[src/rtl/uart_bus_scheduler.sv]
// Arbitrates a shared 8-bit bus between reads and writes to a parallel-bus UART chip,
// generating wrn/rdn strobes and keeping the external RAM deselected while the UART owns the bus.

module uart_bus_scheduler_checker (
    input logic clk,
    input logic rst,
    input logic wrn,
    input logic rdn,
    input logic bus_oe,
    input logic busy,
    input logic tx_ack,
    input logic rx_valid
);

    strobe_exclusive_a: assert property (@(posedge clk) disable iff (rst) (wrn || rdn))
        else $error("wrn and rdn low together");

    oe_needs_busy_a: assert property (@(posedge clk) disable iff (rst) (!bus_oe || busy))
        else $error("bus_oe while scheduler idle");

    ack_in_write_a: assert property (@(posedge clk) disable iff (rst) (!tx_ack || bus_oe))
        else $error("tx_ack outside write setup");

    rx_valid_after_strobe_a: assert property (@(posedge clk) disable iff (rst) (!rx_valid || (rdn && busy)))
        else $error("rx_valid outside read end");

endmodule

module uart_bus_scheduler #(
    parameter int unsigned STROBE_CYCLES = 2
) (
    input  logic       clk,
    input  logic       rst,
    input  logic       tx_req,
    input  logic [7:0] tx_data,
    output logic       tx_ack,
    output logic [7:0] rx_data,
    output logic       rx_valid,
    output logic       busy,
    input  logic       data_ready,
    input  logic       tbre,
    input  logic       tsre,
    output logic       wrn,
    output logic       rdn,
    output logic [7:0] bus_dout,
    output logic       bus_oe,
    input  logic [7:0] bus_din,
    output logic       ram_ce_n
);

    typedef enum logic [2:0] {
        IDLE      = 3'd0,
        RD_LOW    = 3'd1,
        RD_END    = 3'd2,
        WR_SETUP  = 3'd3,
        WR_LOW    = 3'd4,
        WR_END    = 3'd5,
        WAIT_TBRE = 3'd6,
        WAIT_TSRE = 3'd7
    } state_t;

    localparam logic [3:0] STROBE_LOAD = 4'(STROBE_CYCLES - 1);
    localparam logic       SERVED_RX   = 1'b0;
    localparam logic       SERVED_TX   = 1'b1;

    state_t     state_r;
    logic [3:0] strobe_cnt_r;
    logic       last_served_r;
    logic       wrn_r;
    logic       rdn_r;
    logic       bus_oe_r;
    logic [7:0] bus_dout_r;
    logic [7:0] rx_data_r;
    logic       rx_valid_r;
    logic       tx_ack_r;
    logic       busy_r;

    // Scheduler FSM: every output is a register set on the edge that enters its state.
    always_ff @(posedge clk) begin
        if (rst) begin
            state_r       <= IDLE;
            strobe_cnt_r  <= 4'd0;
            last_served_r <= SERVED_RX;
            wrn_r         <= 1'b1;
            rdn_r         <= 1'b1;
            bus_oe_r      <= 1'b0;
            bus_dout_r    <= 8'h00;
            rx_data_r     <= 8'h00;
            rx_valid_r    <= 1'b0;
            tx_ack_r      <= 1'b0;
            busy_r        <= 1'b0;
        end else begin
            tx_ack_r   <= 1'b0;
            rx_valid_r <= 1'b0;
            case (state_r)
                IDLE: begin
                    // On a tie the side not served last wins.
                    if (tx_req && (!data_ready || (last_served_r == SERVED_RX))) begin
                        state_r       <= WR_SETUP;
                        bus_dout_r    <= tx_data;
                        tx_ack_r      <= 1'b1;
                        bus_oe_r      <= 1'b1;
                        busy_r        <= 1'b1;
                        last_served_r <= SERVED_TX;
                    end else if (data_ready) begin
                        state_r       <= RD_LOW;
                        rdn_r         <= 1'b0;
                        strobe_cnt_r  <= STROBE_LOAD;
                        busy_r        <= 1'b1;
                        last_served_r <= SERVED_RX;
                    end else begin
                        state_r <= IDLE;
                    end
                end
                RD_LOW: begin
                    if (strobe_cnt_r == 4'd0) begin
                        state_r    <= RD_END;
                        rx_data_r  <= bus_din;
                        rx_valid_r <= 1'b1;
                        rdn_r      <= 1'b1;
                    end else begin
                        strobe_cnt_r <= strobe_cnt_r - 4'd1;
                    end
                end
                RD_END: begin
                    state_r <= IDLE;
                    busy_r  <= 1'b0;
                end
                WR_SETUP: begin
                    state_r      <= WR_LOW;
                    wrn_r        <= 1'b0;
                    strobe_cnt_r <= STROBE_LOAD;
                end
                WR_LOW: begin
                    if (strobe_cnt_r == 4'd0) begin
                        state_r <= WR_END;
                        wrn_r   <= 1'b1;
                    end else begin
                        strobe_cnt_r <= strobe_cnt_r - 4'd1;
                    end
                end
                WR_END: begin
                    state_r  <= WAIT_TBRE;
                    bus_oe_r <= 1'b0;
                end
                WAIT_TBRE: begin
                    if (tbre) begin
                        state_r <= WAIT_TSRE;
                    end else begin
                        state_r <= WAIT_TBRE;
                    end
                end
                WAIT_TSRE: begin
                    if (tsre) begin
                        state_r <= IDLE;
                        busy_r  <= 1'b0;
                    end else begin
                        state_r <= WAIT_TSRE;
                    end
                end
                default: begin
                    state_r  <= IDLE;
                    wrn_r    <= 1'b1;
                    rdn_r    <= 1'b1;
                    bus_oe_r <= 1'b0;
                    busy_r   <= 1'b0;
                end
            endcase
        end
    end

    assign wrn      = wrn_r;
    assign rdn      = rdn_r;
    assign bus_oe   = bus_oe_r;
    assign bus_dout = bus_dout_r;
    assign rx_data  = rx_data_r;
    assign rx_valid = rx_valid_r;
    assign tx_ack   = tx_ack_r;
    assign busy     = busy_r;
    assign ram_ce_n = busy_r;

    uart_bus_scheduler_checker u_checker (
        .clk      (clk),
        .rst      (rst),
        .wrn      (wrn_r),
        .rdn      (rdn_r),
        .bus_oe   (bus_oe_r),
        .busy     (busy_r),
        .tx_ack   (tx_ack_r),
        .rx_valid (rx_valid_r)
    );

endmodule

[config.mk]
export PLATFORM = sky130hd
export DESIGN_NAME = uart_bus_scheduler
export DESIGN_NICKNAME = d
export VERILOG_FILES = /design/src/rtl/uart_bus_scheduler.sv
export SDC_FILE = /design/constraint.sdc
export NUM_CORES = 1
export LEC_CHECK = 0
export ABC_AREA = 0
export BUFFER_PORTS_ARGS = -buffer_cell sky130_fd_sc_hd__buf_2
export CORE_UTILIZATION = 44
export DETAILED_ROUTE_END_ITERATION = 12
export HOLD_SLACK_MARGIN = 0.08
export PLACE_DENSITY = 0.74
export SLEW_MARGIN = 10
export SYNTH_ARGS = -nofsm -noshare
export SYNTH_HDL_FRONTEND = slang
export SYNTH_SLANG_ARGS = --single-unit
[constraint.sdc]
create_clock -name clk -period 1.6 [get_ports clk]
set_input_delay 0 -clock clk [delete_from_list [all_inputs] [get_ports clk]]
set_output_delay 0 -clock clk [all_outputs]
set_load 0.01 [all_outputs]
-- Word level (Yosys, flattened, before mapping)
Index checks and enable logic that the tools add are counted.
- add/sub/neg operators: 1
- equal/unequal tests: 15
- mux-type cells: 25
- bitwise operators: 3
- reduce and logical (&&, ||, !) cells: 23
- operators with widths (operator ; count):
    one-hot mux 3 bit (8 select lines) ; 1
    != test 2 bit, second input constant ; 7
    equality test 3 bit, second input constant ; 4
    2-to-1 mux 1 bit ; 12
    2-to-1 mux 4 bit ; 3
    one-hot mux 4 bit (3 select lines) ; 1
    AND reduction 2 bit ; 6
    2-to-1 mux 3 bit ; 3
    AND reduction 4 bit ; 2
    nonzero test 2 bit ; 4
    equality test 3 x 2 -> 1 bit, second input constant ; 2
    one-hot mux 1 bit (2 select lines) ; 3
    nonzero test 3 bit ; 2
    OR reduction 2 bit ; 3
    zero test 4 bit ; 1
    subtractor 4 x 1 -> 4 bit, second input constant ; 1
    equality test 3 x 1 -> 1 bit, second input constant ; 1
    zero test 3 bit ; 1
    != test 3 bit, second input constant ; 1
    inverter 1 bit ; 3
    one-hot mux 1 bit (3 select lines) ; 1
    AND reduction 3 bit ; 1
    2-to-1 mux 2 bit ; 1
    logical AND 1 bit ; 1
    other kinds (2) ; 2
- flip-flop bits (word level): 30
- input bits: 22
- output and inout port bits: 23
- word-level logic and storage cells: 78

-- Logic depth before layout (Yosys ltp)
Gate-level depths: netlist (run 1).
- word-level depth: 5
- depth in mapped cells: 7
- depth with buffers taken out: 6

-- Worst setup path before layout (run 1)
No wires, ideal clock.
- kind: register to register
- from: register strobe_cnt_r[1]
- to: register strobe_cnt_r[2]
- library setup time: 0.088 ns
- arrival: 1.636 ns
- required time: 1.512 ns
- path slack: -0.124 ns
- cell stages (with the launch flop): 7
- path buffers: 0
- period minus slack after synthesis: 1.724 ns
- path through: dfxtp_1 inv_1 ha_1 or3b_4 a32o_1 or2_4 a311oi_2
- longest elaborated chain between the ends: 3
- elaborated cells on any way between the ends: 6
- those cells by class: 1 x add/sub; 1 x eq/ne; 2 x mux; 2 x reduce/logical
- ends and longest elaborated chain (item ; line ; RTL):
    from (decl) ; 67 ; logic [3:0] strobe_cnt_r;
    from (signal assigned) ; 122 ; strobe_cnt_r <= strobe_cnt_r - 4'd1;
    from (signal assigned) ; 139 ; strobe_cnt_r <= strobe_cnt_r - 4'd1;
    subtractor 4 x 1 -> 4 bit / zero test 4 bit (equally long branches) ; -- ;
    2-to-1 mux 4 bit / != test 2 bit (equally long branches) ; -- ;
    one-hot mux 4 bit (3 select lines) / AND reduction 4 bit (equally long branches) ; -- ;
Parallel ways exist; a longest one is shown, timed or not. The select of a mux whose other input is x is not followed.
A chain may end at the register's enable or synchronous reset.

-- Worst setup path in the final report (run 1)
Ends and elaborated chain as after synthesis.

==> results of run 1 <==
==> state kept, by name, summed over array words and instances, names as in the netlist <==
name           count
bus_oe             1
last_served_r      1
rdn                1
strobe_cnt_r       4
state_r            3
wrn                1
tx_ack             1
rx_valid           1
busy               1
rx_data            8
bus_dout           8
==> cell usage after synthesis <==
cell type,count
nor3_1,3
nor2b_1,2
a2111oi_0,1
clkbuf_1,3
nand2b_4,1
or2_4,1
nand2_1,15
or3_1,1
a311oi_2,1
a311oi_1,3
a21boi_0,1
a32o_1,1
nand2b_1,2
a211oi_1,3
or3b_4,1
nand3_1,10
o31ai_2,1
a31oi_1,3
nor2_1,16
o21ai_0,4
nand3b_1,1
buf_4,1
mux2i_1,8
o211ai_1,1
inv_1,4
dfxtp_1,30
buf_2,3
a211oi_2,1
a21oi_1,14
nand4b_1,1
o32ai_1,1
or2b_2,2
ha_1,1
clkbuf_8,3
o21a_1,1
nor3b_1,2
==> metal layers <==
layer | vias up | share of wire, % | track usage, %
met5 | - | 0 | 0
met4 | 0 | 1.3 | 7.317
met3 | 5 | 6.1 | 7.373
met2 | 49 | 50 | 37.48
met1 | 630 | 43 | 25.93
li1 | 671 | - | -
==> how the worst max path moves through the flow <==
stage,startpoint,endpoint,slack [ps],cells after the start
2_1_floorplan,strobe_cnt_r[0],strobe_cnt_r[2],-40,6
3_3_place_gp,strobe_cnt_r[1],strobe_cnt_r[2],-1,6
3_5_place_dp,strobe_cnt_r[1],strobe_cnt_r[2],-60,6
4_1_cts,strobe_cnt_r[0],strobe_cnt_r[2],-60,6
5_1_grt,strobe_cnt_r[1],strobe_cnt_r[2],-140,6
6_report,strobe_cnt_r[1],strobe_cnt_r[2],-60,6
==> worst max-delay path, cell delays in order, from the launching register on <==
cell and delay, ps:
dfxtp_2 340, inv_2 70, ha_4 120, or3b_4 370, a32o_2 250, or2_4 250
a311oi_2 180
==> cell families (layout without fill, tap and decap cells) <==
| group | after synthesis | after routing | share of synthesized area (%) |
|---|---|---|---|
| AND/OR/NAND/NOR | 58 | 58 | 22.26 |
| adder cells (fa/ha/maj) | 1 | 1 | 0.9432 |
| flip-flops | 30 | 30 | 45.28 |
| AO/OA/AOI/OAI | 36 | 36 | 18.68 |
| buffers and inverters | 14 | 90 | 6.792 |
| multiplexers | 8 | 8 | 6.038 |
==> what timing repair did <==
| action | in CTS | in global routing |
|---|---|---|
| cloned | 0 | 0 |
| hold buffers | 18 | 0 |
| endpoints found under the setup margin | 4 | 14 |
| resized for setup | 1 | 2 |
| buffers inserted | 1 | 2 |
| pin swaps | 0 | 0 |
| hold endpoints to repair | 20 | 0 |
==> power by group through the flow <==
stage / Sequential [mW] / Clock [mW] / Combinational (mW)
floorplan: 1.01 / 0 / 0.620
global placement: 0.974 / 0 / 0.922
detailed placement: 0.982 / 0 / 0.954
CTS: 0.967 / 0.596 / 0.998
global route: 0.987 / 0.638 / 1.13
finish: 0.969 / 0.582 / 1.04
==> stage by stage <==
step	power [mW]	TNS [ps]	utilization, %	hold WS (ps)
after floorplan	1.629	-76.98	-	89.69
after global placement	1.896	-1.187	57.85	230.0
after detailed placement	1.936	-124.4	57.85	240.2
after CTS	2.561	-148.6	67.26	141.4
after global routing	2.756	-427.3	68.02	160.2
final	2.589	-147.3	68.02	135.2
==> layout make-up <==
cell class | instances | area (um2)
fill | 219 | 897.1
multi-input combinational | 103 | 655.6
sequential | 30 | 603.1
timing repair buffer | 78 | 520.5
clock buffer | 7 | 45.04
tap | 31 | 38.79
clock inverter | 1 | 30.03
inverter | 4 | 15.01
==> flow_metrics.env, run 1 <==
export IMPL_status="complete, but fails checks"
export IMPL_violations="design-rule violations, negative setup slack"
export IMPL_routed_via_density=5.335
export IMPL_cts_buffers=5
export IMPL_grt_use_total_pct=22.00
export IMPL_h_tree_depth=2
export IMPL_drc=2
export IMPL_die_w_um=56.90
export IMPL_antenna_found_initial=0
export IMPL_power_internal_mw=1.715
export IMPL_max_slew_margin_rel_pct=61.54
export IMPL_grt_pass1_wl_um=5409
export IMPL_worst_setup_path_type="register to register"
export IMPL_cp_start_kind="register"
export IMPL_synth_area_mm2=0.001326
export IMPL_area_growth_pct=43.87
export IMPL_vias=1355
export IMPL_ant_nets=0
export IMPL_yosysWarnings=0
export IMPL_cts_sinks=30
export IMPL_p_switching_mw=0.8731
export IMPL_grt_pass1_vias=1222
export IMPL_start_util_pct=47.28
export IMPL_reg2reg_to="strobe_cnt_r[2]"
export IMPL_syn_avg_cell_area_um2=9.022
export IMPL_cp_max_fo=3
export IMPL_overflow=0
export IMPL_coreArea_mm2=0.002805
export IMPL_dp_hpwl_um=2156
export IMPL_wl_um=3336
export IMPL_io_buffers=44
export IMPL_comb_power_share_pct=40.1
export IMPL_peakVddDrop_v=0.0007887
export IMPL_io_pins=45
export IMPL_worst_pin_slew_ps=576.9
export IMPL_cts_root_buf="clkbuf_4"
export IMPL_setup_violations_final=3
export IMPL_netSwitchingFraction_pct=33.73
export IMPL_hold_path_class="input pin to register"
export IMPL_ys_seq_area_share_pct=45.28
export IMPL_timing_final_hold_violations=0
export IMPL_reg2regPathDepth=6
export IMPL_rsz0062_at_grt="true"
export IMPL_die_area_mm2=0.003238
export IMPL_cts_path_max_buffers=2
export IMPL_synth_top_area_share_pct=45.28
export IMPL_ys_ff_latch=30
export IMPL_fin_area_mm2=0.001908
export IMPL_r2r_start="strobe_cnt_r[1]"
export IMPL_whs_endpoint="rx_data[3]"
export IMPL_max_freq_mhz=601.6
export IMPL_drive_gt1_share_pct=36.77
export IMPL_cts_tree="done"
export IMPL_final_max_slew_viol_count=0
export IMPL_required_ps=1850
export IMPL_p_seq_share_pct=37.4
export IMPL_cellPowerDensity_mw_per_mm2=1357
export IMPL_critPathCaptureType="register"
export IMPL_maxCapViolations=0
export IMPL_final_common_cell="buf_2"
export IMPL_synth_area_leaders="dfxtp_1 45%, mux2i_1 6.0%, a21oi_1 5.3%, nor2_1 4.5%, nand2_1 4.2%"
export IMPL_row_count=19
export IMPL_drtIter0Drc=48
export IMPL_min_period_ps=1662
export IMPL_firstDrtPassIters=10
export IMPL_rrSetupSlack_ps=-60
export IMPL_die_h_um=56.90
export IMPL_place_inst=225
export IMPL_cp_arrival_ps=1910
export IMPL_path_clk_slew_ps=90
export IMPL_dpl_cell_area_mm2=0.001623
export IMPL_synth_cell_types=36
export IMPL_postSynthCellCount=147
export IMPL_grt_max_degree=32
export IMPL_layout_setup_ws_ps=-62.35
export IMPL_period_share_pct=103.9
export IMPL_yosysTopAreaCell="dfxtp_1"
export IMPL_preCtsSetupSlack_ps=-55.33
export IMPL_gp_congestion=0.8385
export IMPL_synth_nets=170
export IMPL_stdcell_count=254
export IMPL_min_delay_start="rst"
export IMPL_antenna_cells=0
export IMPL_fin_skew_ps=4.166
export IMPL_power_frac_clock_pct=22.5
export IMPL_holdPathStages=2
export IMPL_final_cell_mix="44 x buf_2, 28 x dfxtp_1, 18 x dlygate4sd3_1, 16 x nor2_1, 16 x buf_4"
export IMPL_p_leak_nw=0.8818
export IMPL_clkLatencyLatePin_ps=330
export IMPL_final_nets=245
export IMPL_wl_per_cell_um=13.13
Power figures use the tool's default switching activity.
==> run 2: changes to the inputs <==
--- a/config.mk
+++ b/config.mk
@@ -7,6 +7,7 @@
 export LEC_CHECK = 0
 export ABC_AREA = 0
 export BUFFER_PORTS_ARGS = -buffer_cell sky130_fd_sc_hd__buf_2
+export CORE_ASPECT_RATIO = 1.1
 export CORE_UTILIZATION = 44
 export DETAILED_ROUTE_END_ITERATION = 12
 export HOLD_SLACK_MARGIN = 0.08
==> run 2 against run 1 <==
  * The run ends with negative setup slack left
  * Fmax is 1.4% lower
  * Via count is 1.5% higher
  * Sequential power rose by 0.8%
  * First-iteration DRC count rose by 27%
  * Sequential share of layout area fell by 0.16 points
  * Total power is 1.6% lower
  * Worst hold slack improved by 2.7 ps
  * Largest power group unchanged
  * Highest routed layer unchanged
==> flow_metrics.env, run 2 (same netlist as run 1, synthesis figures left out) <==
export IMPL_peakVddDrop_v=0.001008
export IMPL_cp_max_fo=3
export IMPL_die_area_mm2=0.003238
export IMPL_drc=0
export IMPL_final_core_util_pct=68.44
export IMPL_timing_final_hold_violations=0
export IMPL_antenna_cells=0
export IMPL_maxCapViolations=0
export IMPL_final_max_slew_viol_count=0
export IMPL_overflow=0
export IMPL_setup_violations_final=4
export IMPL_fin_area_mm2=0.001918
export IMPL_reg2regPathDepth=7
export IMPL_worst_pin_slew_ps=574.3
export IMPL_grt_max_degree=32
export IMPL_cts_root_buf="clkbuf_4"
export IMPL_ant_nets=0
export IMPL_wl_per_cell_um=14.27
export IMPL_required_ps=1810
export IMPL_coreArea_mm2=0.002803
export IMPL_drtIter0Drc=61
export IMPL_vias=1375
export IMPL_start_util_pct=47.32
export IMPL_grt_pass1_vias=1306
export IMPL_min_period_ps=1686
export IMPL_wl_um=3667
export IMPL_cts_tree="done"
export IMPL_area_growth_pct=44.62
export IMPL_max_slew_margin_rel_pct=61.72
export IMPL_period_share_pct=105.4
export IMPL_status="complete, but fails checks"
export IMPL_antenna_found_initial=0
export IMPL_seq_area_um2=603.1
export IMPL_io_pins=45
export IMPL_hold_path_class="input pin to register"
export IMPL_final_cell_mix="44 x buf_2, 28 x dfxtp_1, 18 x dlygate4sd3_1, 17 x buf_4, 16 x nor2_1"
export IMPL_max_freq_mhz=593.0
export IMPL_clkLatencyLatePin_ps=340
export IMPL_cts_path_max_buffers=2
export IMPL_multi_input_area_um2=666.9
export IMPL_nFillCells=229
export IMPL_drive_gt1_share_pct=38.84
export IMPL_die_h_um=59.58
export IMPL_io_buffers=44
export IMPL_row_count=20
export IMPL_final_nets=246
export IMPL_final_common_cell="buf_2"
export IMPL_grt_use_total_pct=25.53
export IMPL_finalSetupTns_ps=-218.9
export IMPL_critPathCaptureType="register"
export IMPL_cts_sinks=30
export IMPL_routed_via_density=5.350
export IMPL_firstDrtPassIters=4
export IMPL_path_clk_slew_ps=100
export IMPL_dpl_cell_area_mm2=0.001625
export IMPL_power_mw=2.547
export IMPL_worst_setup_path_type="register to register"
export IMPL_cp_start_kind="register"
export IMPL_cts_buffers=5
export IMPL_cellPowerDensity_mw_per_mm2=1328
export IMPL_dp_hpwl_um=2214
export IMPL_fin_skew_ps=9.919
export IMPL_violations="negative setup slack"
export IMPL_p_leak_nw=0.8878
export IMPL_gp_congestion=0.8524
export IMPL_die_w_um=54.35
export IMPL_layout_setup_ws_ps=-86.45
export IMPL_grt_pass1_wl_um=5830
export IMPL_h_tree_depth=2
export IMPL_holdPathStages=2
export IMPL_cp_arrival_ps=1900
export IMPL_rsz0062_at_grt="true"
-- run 2: cell types whose count changed in the layout (fill, tap and decap cells not counted) --
cell / previous run / this run
clkbuf_8: 0 / 1
nor3b_1: 2 / 1
bufinv_16: 1 / 0
a21oi_1: 13 / 14
clkbuf_1: 2 / 0
clkinv_2: 0 / 1
a21oi_2: 1 / 0
clkinvlp_4: 0 / 1
nor3b_2: 0 / 1
a21boi_1: 0 / 1
nor3_2: 0 / 2
nor3_1: 3 / 1
a21boi_0: 1 / 0
buf_4: 16 / 17
-- run 2: area by class of cell --
cell class,count,share of cell area (%)
clock buffers,6,2.674
clock inverters,2,0.6523
inverters,4,0.7828
multi-input cells,103,34.77
flip-flops and latches,30,31.44
well taps,33,2.153
repair buffers,79,27.53
-- run 2: path summary, 6_finish.rpt --
kind | from | to | slack, ps
worst min-delay path | rst | rx_valid | 140
worst min register to register | bus_dout[6] | bus_dout[6] | 460
worst max register to register | strobe_cnt_r[1] | strobe_cnt_r[1] | -90
worst max-delay path | strobe_cnt_r[1] | strobe_cnt_r[1] | -90
-- run 2: what timing repair did --
| action | in CTS | in global routing |
|---|---|---|
| endpoints found under the setup margin | 4 | 24 |
| setup buffers | 1 | 3 |
| pin swaps | 0 | 1 |
| resized for setup | 1 | 5 |
| endpoints found under the hold margin | 20 | 0 |
| hold buffers | 18 | 0 |
-- run 2: per-stage QoR --
stage                     instances  hold WS [ps]  worst slack, ps
after floorplan                 147         89.69           -42.89
after global placement          227         228.4            1.774
after detailed placement        227         239.7           -63.94
after CTS                       254         132.6           -61.85
after global routing            257         164.0           -116.4
final                           257         137.8           -86.45
-- run 2: critical path, cell delays in order, from the launching register on --
cell	delay, ps
dfxtp_2	340
inv_2	70
ha_4	130
or3b_4	380
a32o_2	240
buf_4	140
o211ai_1	190
o31ai_2	90
-- run 2: layer usage --
metal	up-vias	GRT usage, %	routed length, um
li1	675	-	-
met1	629	28.30	1532
met2	57	44.43	1836
met3	14	6.154	201
met4	0	12.09	97
met5	-	0	0
-- run 2: where the power goes --
part | internal [mW] | switching, mW
Combinational | 0.527 | 0.554
Clock | 0.211 | 0.279
Sequential | 0.877 | 0.0999
Total | 1.61 | 0.932
